--- config.mk ---
export PLATFORM = sky130hd
export DESIGN_NAME = param_seq_alu_flat
export DESIGN_NICKNAME = d
export VERILOG_FILES = /design/src/rtl/param_seq_alu_pkg.sv /design/src/rtl/param_seq_alu_if.sv /design/src/rtl/param_seq_alu_logic_unit.sv /design/src/rtl/param_seq_alu.sv /design/src/flat_wrapper.sv
export SDC_FILE = /design/constraint.sdc
export NUM_CORES = 1
export LEC_CHECK = 0
export BUFFER_PORTS_ARGS = -buffer_cell sky130_fd_sc_hd__buf_4
export CORE_ASPECT_RATIO = 1.75
export CORE_UTILIZATION = 35
export CTS_BUF_LIST = sky130_fd_sc_hd__clkbuf_8
export CTS_CLUSTER_SIZE = 12
export DETAILED_ROUTE_END_ITERATION = 7
export HOLD_SLACK_MARGIN = 0.06
export SYNTH_ARGS = -nofsm -noshare
export SYNTH_HDL_FRONTEND = slang
export SYNTH_HIERARCHICAL = 1
export SYNTH_SLANG_ARGS = --single-unit
--- constraint.sdc ---
create_clock -name clk -period 2.65 [get_ports clk]
set_clock_uncertainty 0.15 [all_clocks]
set_input_delay 0 -clock clk [delete_from_list [all_inputs] [get_ports clk]]
set_output_delay 0 -clock clk [all_outputs]
set_load 0.01 [all_outputs]
--- src/rtl/param_seq_alu_pkg.sv ---
// Shared opcode encodings and FSM state type for the sequential ALU.
package param_seq_alu_pkg;

    localparam logic [4:0] OP_AND   = 5'd0;
    localparam logic [4:0] OP_OR    = 5'd1;
    localparam logic [4:0] OP_XOR   = 5'd2;
    localparam logic [4:0] OP_NOT_A = 5'd3;
    localparam logic [4:0] OP_ADD   = 5'd4;
    localparam logic [4:0] OP_SUB   = 5'd5;
    localparam logic [4:0] OP_INC_A = 5'd6;
    localparam logic [4:0] OP_DEC_A = 5'd7;
    localparam logic [4:0] OP_SHL_A = 5'd8;
    localparam logic [4:0] OP_SHR_A = 5'd9;
    localparam logic [4:0] OP_MUL   = 5'd10;

    typedef enum logic [1:0] {
        S_IDLE = 2'd0,
        S_EXEC = 2'd1,
        S_DONE = 2'd2
    } state_t;

    function automatic logic is_shift(input logic [4:0] op);
        return (op == OP_SHL_A) || (op == OP_SHR_A);
    endfunction

endpackage

--- src/rtl/param_seq_alu_if.sv ---
// Request/response handshake bundle between decode, the ALU and writeback.
interface param_seq_alu_if #(
    parameter int WIDTH = 8
);
    logic             in_valid;
    logic             in_ready;
    logic [4:0]       opcode;
    logic [WIDTH-1:0] a;
    logic [WIDTH-1:0] b;
    logic             out_valid;
    logic             out_ready;
    logic [WIDTH-1:0] c;
    logic             zf;
    logic             cf;

    modport master (
        output in_valid, opcode, a, b, out_ready,
        input  in_ready, out_valid, c, zf, cf
    );

    modport slave (
        input  in_valid, opcode, a, b, out_ready,
        output in_ready, out_valid, c, zf, cf
    );
endinterface

--- src/rtl/param_seq_alu_logic_unit.sv ---
// Combinational single-cycle ALU ops; result packed as {cf, c}.
module alu_logic_unit
    import param_seq_alu_pkg::*;
#(
    parameter int WIDTH = 8
) (
    input  logic [4:0]       opcode,
    input  logic [WIDTH-1:0] a,
    input  logic [WIDTH-1:0] b,
    output logic [WIDTH:0]   res
);
    logic [WIDTH:0] a_x;
    logic [WIDTH:0] b_x;

    assign a_x = {1'b0, a};
    assign b_x = {1'b0, b};

    // The extra top bit of the widened add/sub is exactly carry or borrow.
    always_comb begin
        res = a_x;
        case (opcode)
            OP_AND:   res = {1'b0, a & b};
            OP_OR:    res = {1'b0, a | b};
            OP_XOR:   res = {1'b0, a ^ b};
            OP_NOT_A: res = {1'b0, ~a};
            OP_ADD:   res = a_x + b_x;
            OP_SUB:   res = a_x - b_x;
            OP_INC_A: res = a_x + (WIDTH+1)'(1);
            OP_DEC_A: res = a_x - (WIDTH+1)'(1);
            default:  res = a_x;
        endcase
    end
endmodule

--- src/rtl/param_seq_alu.sv ---
// Sequential ALU: FSM, multi-cycle shifter and step counter. Optional
// shift-add multiplier enabled by defining ALU_MUL_EN.
module param_seq_alu
    import param_seq_alu_pkg::*;
#(
    parameter int WIDTH   = 8,
    parameter int SHAMT_W = $clog2(WIDTH)
) (
    input  logic            clk,
    input  logic            rst_n,
    param_seq_alu_if.slave  bus,
    output logic            busy
);
    localparam int CNT_W = $clog2(WIDTH + 1);

    state_t             state;
    logic [4:0]         op_r;
    logic [WIDTH-1:0]   acc;
    logic [WIDTH-1:0]   c_r;
    logic               zf_r;
    logic               cf_r;
    logic               out_valid_r;
    logic [CNT_W-1:0]   cnt;

    logic [WIDTH:0]     lu_res;
    logic [WIDTH-1:0]   lu_c;
    logic               lu_cf;
    logic [SHAMT_W-1:0] shamt;
    logic               in_ready;
    logic               accept;
    logic               shift_start;
    logic [WIDTH-1:0]   step_acc;
    logic               step_cf;

`ifdef ALU_MUL_EN
    logic [WIDTH-1:0]   mcand;
    logic [WIDTH-1:0]   hi;
    logic [WIDTH:0]     mul_sum;
    logic [WIDTH-1:0]   mul_hi_nxt;
`endif

    alu_logic_unit #(.WIDTH(WIDTH)) u_logic (
        .opcode (bus.opcode),
        .a      (bus.a),
        .b      (bus.b),
        .res    (lu_res)
    );

    assign {lu_cf, lu_c} = lu_res;
    assign shamt         = bus.b[SHAMT_W-1:0];
    assign in_ready      = (state == S_IDLE) || ((state == S_DONE) && bus.out_ready);
    assign accept        = bus.in_valid && in_ready;
    assign shift_start   = is_shift(bus.opcode) && (shamt != '0);

    assign bus.in_ready  = in_ready;
    assign bus.out_valid = out_valid_r;
    assign bus.c         = c_r;
    assign bus.zf        = zf_r;
    assign bus.cf        = cf_r;
    assign busy          = (state != S_IDLE);

    // One EXEC step: a single-bit shift, or one add-and-shift of the multiplier.
    always_comb begin
        step_acc = acc;
        step_cf  = 1'b0;
`ifdef ALU_MUL_EN
        mul_sum    = {1'b0, hi} + (acc[0] ? {1'b0, mcand} : '0);
        mul_hi_nxt = mul_sum[WIDTH:1];
`endif
        if (op_r == OP_SHL_A) begin
            step_acc = {acc[WIDTH-2:0], 1'b0};
            step_cf  = acc[WIDTH-1];
        end else if (op_r == OP_SHR_A) begin
            step_acc = {1'b0, acc[WIDTH-1:1]};
            step_cf  = acc[0];
        end
`ifdef ALU_MUL_EN
        else if (op_r == OP_MUL) begin
            step_acc = {mul_sum[0], acc[WIDTH-1:1]};
            step_cf  = |mul_hi_nxt;
        end
`endif
    end

    always_ff @(posedge clk) begin
        if (!rst_n) begin
            state       <= S_IDLE;
            c_r         <= '0;
            zf_r        <= 1'b0;
            cf_r        <= 1'b0;
            out_valid_r <= 1'b0;
            cnt         <= '0;
        end else begin
            case (state)
                S_EXEC: begin
                    acc <= step_acc;
`ifdef ALU_MUL_EN
                    hi  <= mul_hi_nxt;
`endif
                    cnt <= cnt - CNT_W'(1);
                    if (cnt == CNT_W'(1)) begin
                        c_r         <= step_acc;
                        cf_r        <= step_cf;
                        zf_r        <= (step_acc == '0);
                        out_valid_r <= 1'b1;
                        state       <= S_DONE;
                    end
                end
                default: begin
                    if (accept) begin
                        op_r <= bus.opcode;
                        acc  <= bus.a;
                        if (shift_start) begin
                            cnt         <= CNT_W'(shamt);
                            out_valid_r <= 1'b0;
                            state       <= S_EXEC;
                        end
`ifdef ALU_MUL_EN
                        else if (bus.opcode == OP_MUL) begin
                            acc         <= bus.b;
                            mcand       <= bus.a;
                            hi          <= '0;
                            cnt         <= CNT_W'(WIDTH);
                            out_valid_r <= 1'b0;
                            state       <= S_EXEC;
                        end
`endif
                        else begin
                            c_r         <= lu_c;
                            cf_r        <= lu_cf;
                            zf_r        <= (lu_c == '0);
                            out_valid_r <= 1'b1;
                            state       <= S_DONE;
                        end
                    end else if ((state == S_DONE) && bus.out_ready) begin
                        out_valid_r <= 1'b0;
                        state       <= S_IDLE;
                    end
                end
            endcase
        end
    end
endmodule

--- src/flat_wrapper.sv ---
// flat-port wrapper written by rule: the top's interface ports become plain ports
module param_seq_alu_flat import param_seq_alu_pkg::*;
#(
    parameter int WIDTH   = 8,
    parameter int SHAMT_W = $clog2(WIDTH)
)
  (clk, rst_n, busy, bus_in_valid, bus_opcode, bus_a, bus_b, bus_out_ready, bus_in_ready, bus_out_valid, bus_c, bus_zf, bus_cf);
  param_seq_alu_if #(.WIDTH(WIDTH)) bus_i ();
  input  logic clk;
  input  logic rst_n;
  output logic busy;
  input wire logic [$bits(bus_i.in_valid)-1:0] bus_in_valid;
  input wire logic [$bits(bus_i.opcode)-1:0] bus_opcode;
  input wire logic [$bits(bus_i.a)-1:0] bus_a;
  input wire logic [$bits(bus_i.b)-1:0] bus_b;
  input wire logic [$bits(bus_i.out_ready)-1:0] bus_out_ready;
  output wire logic [$bits(bus_i.in_ready)-1:0] bus_in_ready;
  output wire logic [$bits(bus_i.out_valid)-1:0] bus_out_valid;
  output wire logic [$bits(bus_i.c)-1:0] bus_c;
  output wire logic [$bits(bus_i.zf)-1:0] bus_zf;
  output wire logic [$bits(bus_i.cf)-1:0] bus_cf;
  assign bus_i.in_valid = bus_in_valid;
  assign bus_i.opcode = bus_opcode;
  assign bus_i.a = bus_a;
  assign bus_i.b = bus_b;
  assign bus_i.out_ready = bus_out_ready;
  assign bus_in_ready = bus_i.in_ready;
  assign bus_out_valid = bus_i.out_valid;
  assign bus_c = bus_i.c;
  assign bus_zf = bus_i.zf;
  assign bus_cf = bus_i.cf;
  param_seq_alu #(.WIDTH(WIDTH), .SHAMT_W(SHAMT_W)) u_core (.clk(clk), .rst_n(rst_n), .bus(bus_i), .busy(busy));
endmodule
== After elaboration in Yosys (flattened, before gate mapping) ==
Cells that the tools add are included.
Storage, ports and cells
  input bits: 25
  register bits after elaboration: 30
  output and inout port bits: 13
  logic and storage cells: 85
Operators by class
  multiplexer cells: 32
  $add $sub $neg: 5
  bitwise gates (word level): 5
  eq/ne operators: 16
  reductions and logical operators: 19
Operators with widths (number)
  case mux 9 bit (8 select lines): 1
  two-way mux 8 bit: 8
  equality test 5 x 3 -> 1 bit (second input constant): 4
  equality test 5 x 4 -> 1 bit (second input constant): 4
  zero test 8 bit: 2
  two-way mux 1 bit: 15
  two-way mux 4 bit: 3
  equality test 5 x 2 -> 1 bit (second input constant): 2
  two-way mux 2 bit: 5
  adder 8 x 1 -> 9 bit (second input constant): 1
  adder 8 x 8 -> 9 bit: 1
  subtractor 8 x 1 -> 9 bit (second input constant): 1
  subtractor 8 x 8 -> 9 bit: 1
  AND 8 bit: 1
  NOT 8 bit: 1
  bitwise OR 8 bit: 1
  XOR 8 bit: 1
  AND reduction 2 bit: 3
  AND reduction 3 bit: 2
  nonzero test 2 bit: 3
  nonzero test 3 bit: 2
  equality test 5 x 1 -> 1 bit (second input constant): 1
  zero test 5 bit: 1
  equality test 4 x 1 -> 1 bit (second input constant): 1
  9 further kinds: 12

== Longest topological paths before layout ==
  depth after elaboration: 6
  gate-level depth with buffers: 18
  depth with buffers taken out: 17

== Hierarchy ==
Netlist, hierarchy kept.
By module, submodules not included
  param_seq_alu: cells an instance 161, seq. area each 710.7 um2, instances 1, area an instance 1527.7 um2
  alu_logic_unit: cells an instance 182, seq. area each 0.0 um2, instances 1, area an instance 1275.0 um2

== Worst setup path before layout ==
No wires, ideal clock.
  kind: input-to-reg
  from: input bus_b[0]
  to: register u_core.zf_r, in the netlist u_core/bus.zf
  stages: 17
  slack: -0.137 ns
  data arrival time: 2.567 ns
  library setup time: 0.070 ns
  data required time: 2.430 ns
  path buffers: 0
  cells stage by stage: inv_1 -> ha_1 -> or3b_2 -> nor3_2 -> xnor2_1 -> a21oi_1 -> ha_1 -> o21ai_0 -> nor2_1 -> o22ai_1 -> mux2i_1 -> a221o_1 -> nor4_1 -> nand2_1 -> a21oi_1 -> nor2_1 -> a21oi_1
On the way
  cells in the longest elaborated chain, start to end: 6
  elaborated cells between the ends (all ways): 14
  classes of those cells: add/sub (2); eq/ne (1); mux (4); bitwise (3); reduce/logical (4)
RTL lines
  start, declared: line flat_wrapper.sv:15  | input wire logic [$bits(bus_i.b)-1:0] bus_b;
  subtractor 8 x 8 -> 9 bit / adder 8 x 8 -> 9 bit (equally long branches): line param_seq_alu_logic_unit.sv:27, param_seq_alu_logic_unit.sv:26
  case mux 9 bit (8 select lines) *: line param_seq_alu_logic_unit.sv:21  | case (opcode)
  net u_core.lu_res[7]: line param_seq_alu.sv:25  | logic [WIDTH:0] lu_res;
  zero test 8 bit *: line param_seq_alu.sv:131  | zf_r <= (lu_c == '0);
  two-way mux 1 bit *: line param_seq_alu.sv:113  | if (shift_start) begin
  two-way mux 1 bit *: line param_seq_alu.sv:110  | if (accept) begin
  two-way mux 1 bit *: line param_seq_alu.sv:94  | case (state)
  end signal, assigned: line param_seq_alu.sv:104  | zf_r <= (step_acc == '0);
  end signal, assigned: line param_seq_alu.sv:131
  end, declared: line param_seq_alu.sv:20  | logic zf_r;
Mark *: on every way through the listed nets, which the timed path passes. The rest lies on a longest branch. The select of a mux whose other input is x is not followed.
A chain may end at the register's enable or synchronous reset.

== Worst setup path after layout ==
  from: input bus_b[1]
  to: register u_core.zf_r, in the netlist u_core/bus.zf
Same word-level chain as after synthesis.

==> impl_metrics.env <==
export IMPL_worstSetupEndpoint="u_core/bus.zf"
export IMPL_cts_inserted_buffers=5
export IMPL_grt_ovfl_total=0
export IMPL_path_cells="buf_8 -> inv_4 -> ha_4 -> or3b_4 -> xnor2_2 -> a21oi_2 -> ha_1 -> buf_6 -> nor3_4 -> nor2_1 -> o22ai_1 -> mux2i_1 -> a221o_1 -> nor4_1 -> nand2_1 -> a21oi_1 -> nor2_1 -> a21oi_1"
export IMPL_post_route_cells_drive_above_1_share_pct=28.94
export IMPL_clock_sink_count=29
export IMPL_ys_async_sr_fraction_pct=0
export IMPL_floorplan_die_width_um=69.65
export IMPL_p_per_area_nw_per_um2=368.2
export IMPL_maxCapViolations=0
export IMPL_route_detailed_vias_per_inst=5.515
export IMPL_layout_setup_ws_ns=-0.08427
export IMPL_mostFrequentLayoutCells="sky130_fd_sc_hd__buf_4, sky130_fd_sc_hd__nand2_1, sky130_fd_sc_hd__nor2_1, sky130_fd_sc_hd__inv_1, sky130_fd_sc_hd__ha_1"
export IMPL_hpwl_um=6620
export IMPL_drc_errors=0
export IMPL_synth_edf_count=13
export IMPL_synth_top_flop_cell="sky130_fd_sc_hd__dfxtp_1"
export IMPL_tritoncts="yes"
export IMPL_violated_checks="negative setup slack"
export IMPL_criticalPathCategory="in -> reg"
export IMPL_worst_slew_pin_slew_ns=0.7592
export IMPL_area_growth_pct=36.12
export IMPL_rsz0062_at_grt="true"
export IMPL_crit_path_start="bus_b[1]"
export IMPL_clock_latency_ns=0.29
export IMPL_vdd_drop_max_uv=147.3
export IMPL_reg2reg_slack_ns=0.37
export IMPL_share_of_the_cycle_needed_by_the_critical_path_after_routing_pct=103.2
export IMPL_core_um2=7672
export IMPL_timing_final_hold_violations=0
export IMPL_ctsLongestPathBuffers=2
export IMPL_clock_tree_htree_level_count=2
export IMPL_detail_route_first_pass_iterations=4
export IMPL_worstHoldPathType="in -> reg"
export IMPL_initial_core_util_pct=36.53
export IMPL_floorplan_die_height_um=120.4
export IMPL_setup_worst_path_start_class="input port"
export IMPL_hold_ws_ns=0.07087
export IMPL_io_pins=38
export IMPL_finalWeightedCongestion=0.9421
export IMPL_wire_per_inst_um=16.58
export IMPL_required_ns=2.72
export IMPL_ant_nets=0
export IMPL_num_rows=42
export IMPL_antenna_cells_inserted=0
export IMPL_synth_avg_cell_area_um2=8.171
export IMPL_floorplan_die_area_um2=8384
export IMPL_layout_core_utilization_pct=49.72
export IMPL_synth_fp_nets=396
export IMPL_cp_arrival_ns=2.81
export IMPL_grt_start_max_net_pins=27
export IMPL_finalSetupTns_ns=-0.1444
export IMPL_netlist_area_um2=2803
export IMPL_worst_setup_hold_path_clk_slew_ns=0.06
export IMPL_root_buffer_cell="sky130_fd_sc_hd__clkbuf_8"
export IMPL_grt_usage_pct=20.80
export IMPL_final_setup_viol_count=2
export IMPL_fin_crit_ns=2.734
export IMPL_ys_warn_count=6
export IMPL_final_nets=484
export IMPL_timing_rr_end="u_core/bus.c[0]"
export IMPL_critical_path_max_stage_delay_ns=0.42
export IMPL_via_count_of_the_first_global_routing_pass=2873
export IMPL_layout_cells_most_common="sky130_fd_sc_hd__buf_4"
export IMPL_yosys_register_bits=29
export IMPL_dr_total_vias=2868
export IMPL_drt_first_iter_violations=167
export IMPL_share_of_the_yosys_chip_area_belonging_to_registers_pct=25.36
export IMPL_outcome="finished with violations"
export IMPL_static_leak_nw=1.718
export IMPL_regToRegStartpoint="u_core/state[0]"
export IMPL_relSlewSlack_pct=49.34
export IMPL_report_final_slew_viol_count=0
export IMPL_grt_antenna_before_repair=0
export IMPL_syn_inst=343
export IMPL_pre_cts_slack_ns=-0.5900
export IMPL_netlist_cell_type_count=62
export IMPL_worstPathMaxFanout=3
export IMPL_critPathSlowestCell="sky130_fd_sc_hd__or3b_4"
export IMPL_grt_pass1_wl_um=13660
export IMPL_critical_path_endpoint_type="flop"
export IMPL_reg2regPathDepth=5
export IMPL_routed_wl_um=8623
export IMPL_port_buffers=37
export IMPL_max_freq_mhz=365.7
[worst min path at each step]
stage	startpoint	endpoint	cells past startpoint
3_5_place_dp	bus_opcode[3]	u_core/op_r[3]	2
5_1_grt	bus_opcode[1]	u_core/op_r[1]	2
4_1_cts	bus_opcode[1]	u_core/op_r[1]	2
6_report	bus_opcode[1]	u_core/op_r[1]	2
2_1_floorplan	bus_opcode[0]	u_core/op_r[0]	0
3_3_place_gp	bus_opcode[3]	u_core/op_r[3]	2
[critical path, delay by kind of cell]
kind	cells	cell delay (ns)
compound gates	5	0.83
xor+xnor	1	0.15
fa+ha+maj	2	0.45
buf+inv	3	0.29
mux	1	0.10
simple gates	6	0.98
[what timing repair did]
action / 4_1_cts / 5_1_grt
gates resized for setup: 25 / 4
hold buffers: 15 / 0
setup endpoints to repair: 3 / 4
cloned: 0 / 0
buffers inserted: 5 / 0
hold endpoints to repair: 27 / 0
pin swaps: 13 / 0
[state kept, by name, indices dropped and copies added, names as in the netlist]
name           flops
u_core/acc         8
u_core/bus.c       8
u_core/bus.cf      1
u_core/bus.zf      1
u_core/cnt         4
u_core/op_r        5
u_core/state       2
[through the flow]
step	instance area [µm²]	std cells	total power [mW]
finish	3815	520	1.405
global route	3815	520	1.478
CTS	3796	520	1.404
global placement	3431	492	0.9829
floorplan	2811	343	0.7860
detailed placement	3431	492	0.9889
[final cells by class]
| type | instances | area (µm²) |
|---|---|---|
| clock buffers | 6 | 82.58 |
| clock inverters | 2 | 7.507 |
| fillers | 762 | 3857 |
| inverters | 26 | 102.6 |
| multi-input cells | 272 | 2013 |
| flip-flops and latches | 29 | 710.7 |
| well taps | 88 | 110.1 |
| repair buffers | 97 | 788.3 |
[cell usage after synthesis (6+ instances only)]
master / n / area share (%)
sky130_fd_sc_hd__ha_1: 27 / 12
sky130_fd_sc_hd__a21oi_1: 26 / 4.6
sky130_fd_sc_hd__dfxtp_1: 16 / 11
sky130_fd_sc_hd__nor2_1: 37 / 5.0
sky130_fd_sc_hd__clkbuf_1: 9 / 1.2
sky130_fd_sc_hd__nand2_1: 37 / 5.0
sky130_fd_sc_hd__nor2b_1: 9 / 2.0
sky130_fd_sc_hd__o21a_1: 6 / 1.6
sky130_fd_sc_hd__o21ai_0: 20 / 3.6
sky130_fd_sc_hd__nand3_1: 8 / 1.4
sky130_fd_sc_hd__a31oi_1: 6 / 1.3
sky130_fd_sc_hd__mux2i_1: 14 / 5.0
sky130_fd_sc_hd__edfxtp_1: 13 / 14
sky130_fd_sc_hd__buf_2: 6 / 1.1
sky130_fd_sc_hd__inv_1: 26 / 3.5
[logic make-up (layout without fill, tap and decap cells)]
logic type	after synthesis	count (layout)	share of synthesized area [%]
XOR/XNOR	6	6	1.875
AND/OR/NAND/NOR	120	120	21.92
adder cells (fa/ha/maj)	28	28	12.77
AO/OA/AOI/OAI	96	96	22.32
multiplexers	22	22	9.821
flip-flops	29	29	25.36
buffers and inverters	42	131	5.937
[per-layer routing]
layer / GRT usage [%] / wire [µm] / up-vias
met2: 40.11 / 4840 / 74
met5: 0 / 0 / -
met4: 14.37 / 405 / 0
met3: 1.417 / 182 / 32
li1: - / - / 1419
met1: 20.68 / 3193 / 1343
[where the power goes]
part	total [mW]	internal, mW	switching [mW]
Clock	0.372	0.203	0.168
Sequential	0.517	0.496	0.0213
Combinational	0.516	0.261	0.255
Total	1.40	0.960	0.444
Note: power is estimated with default switching activity, not from simulation.
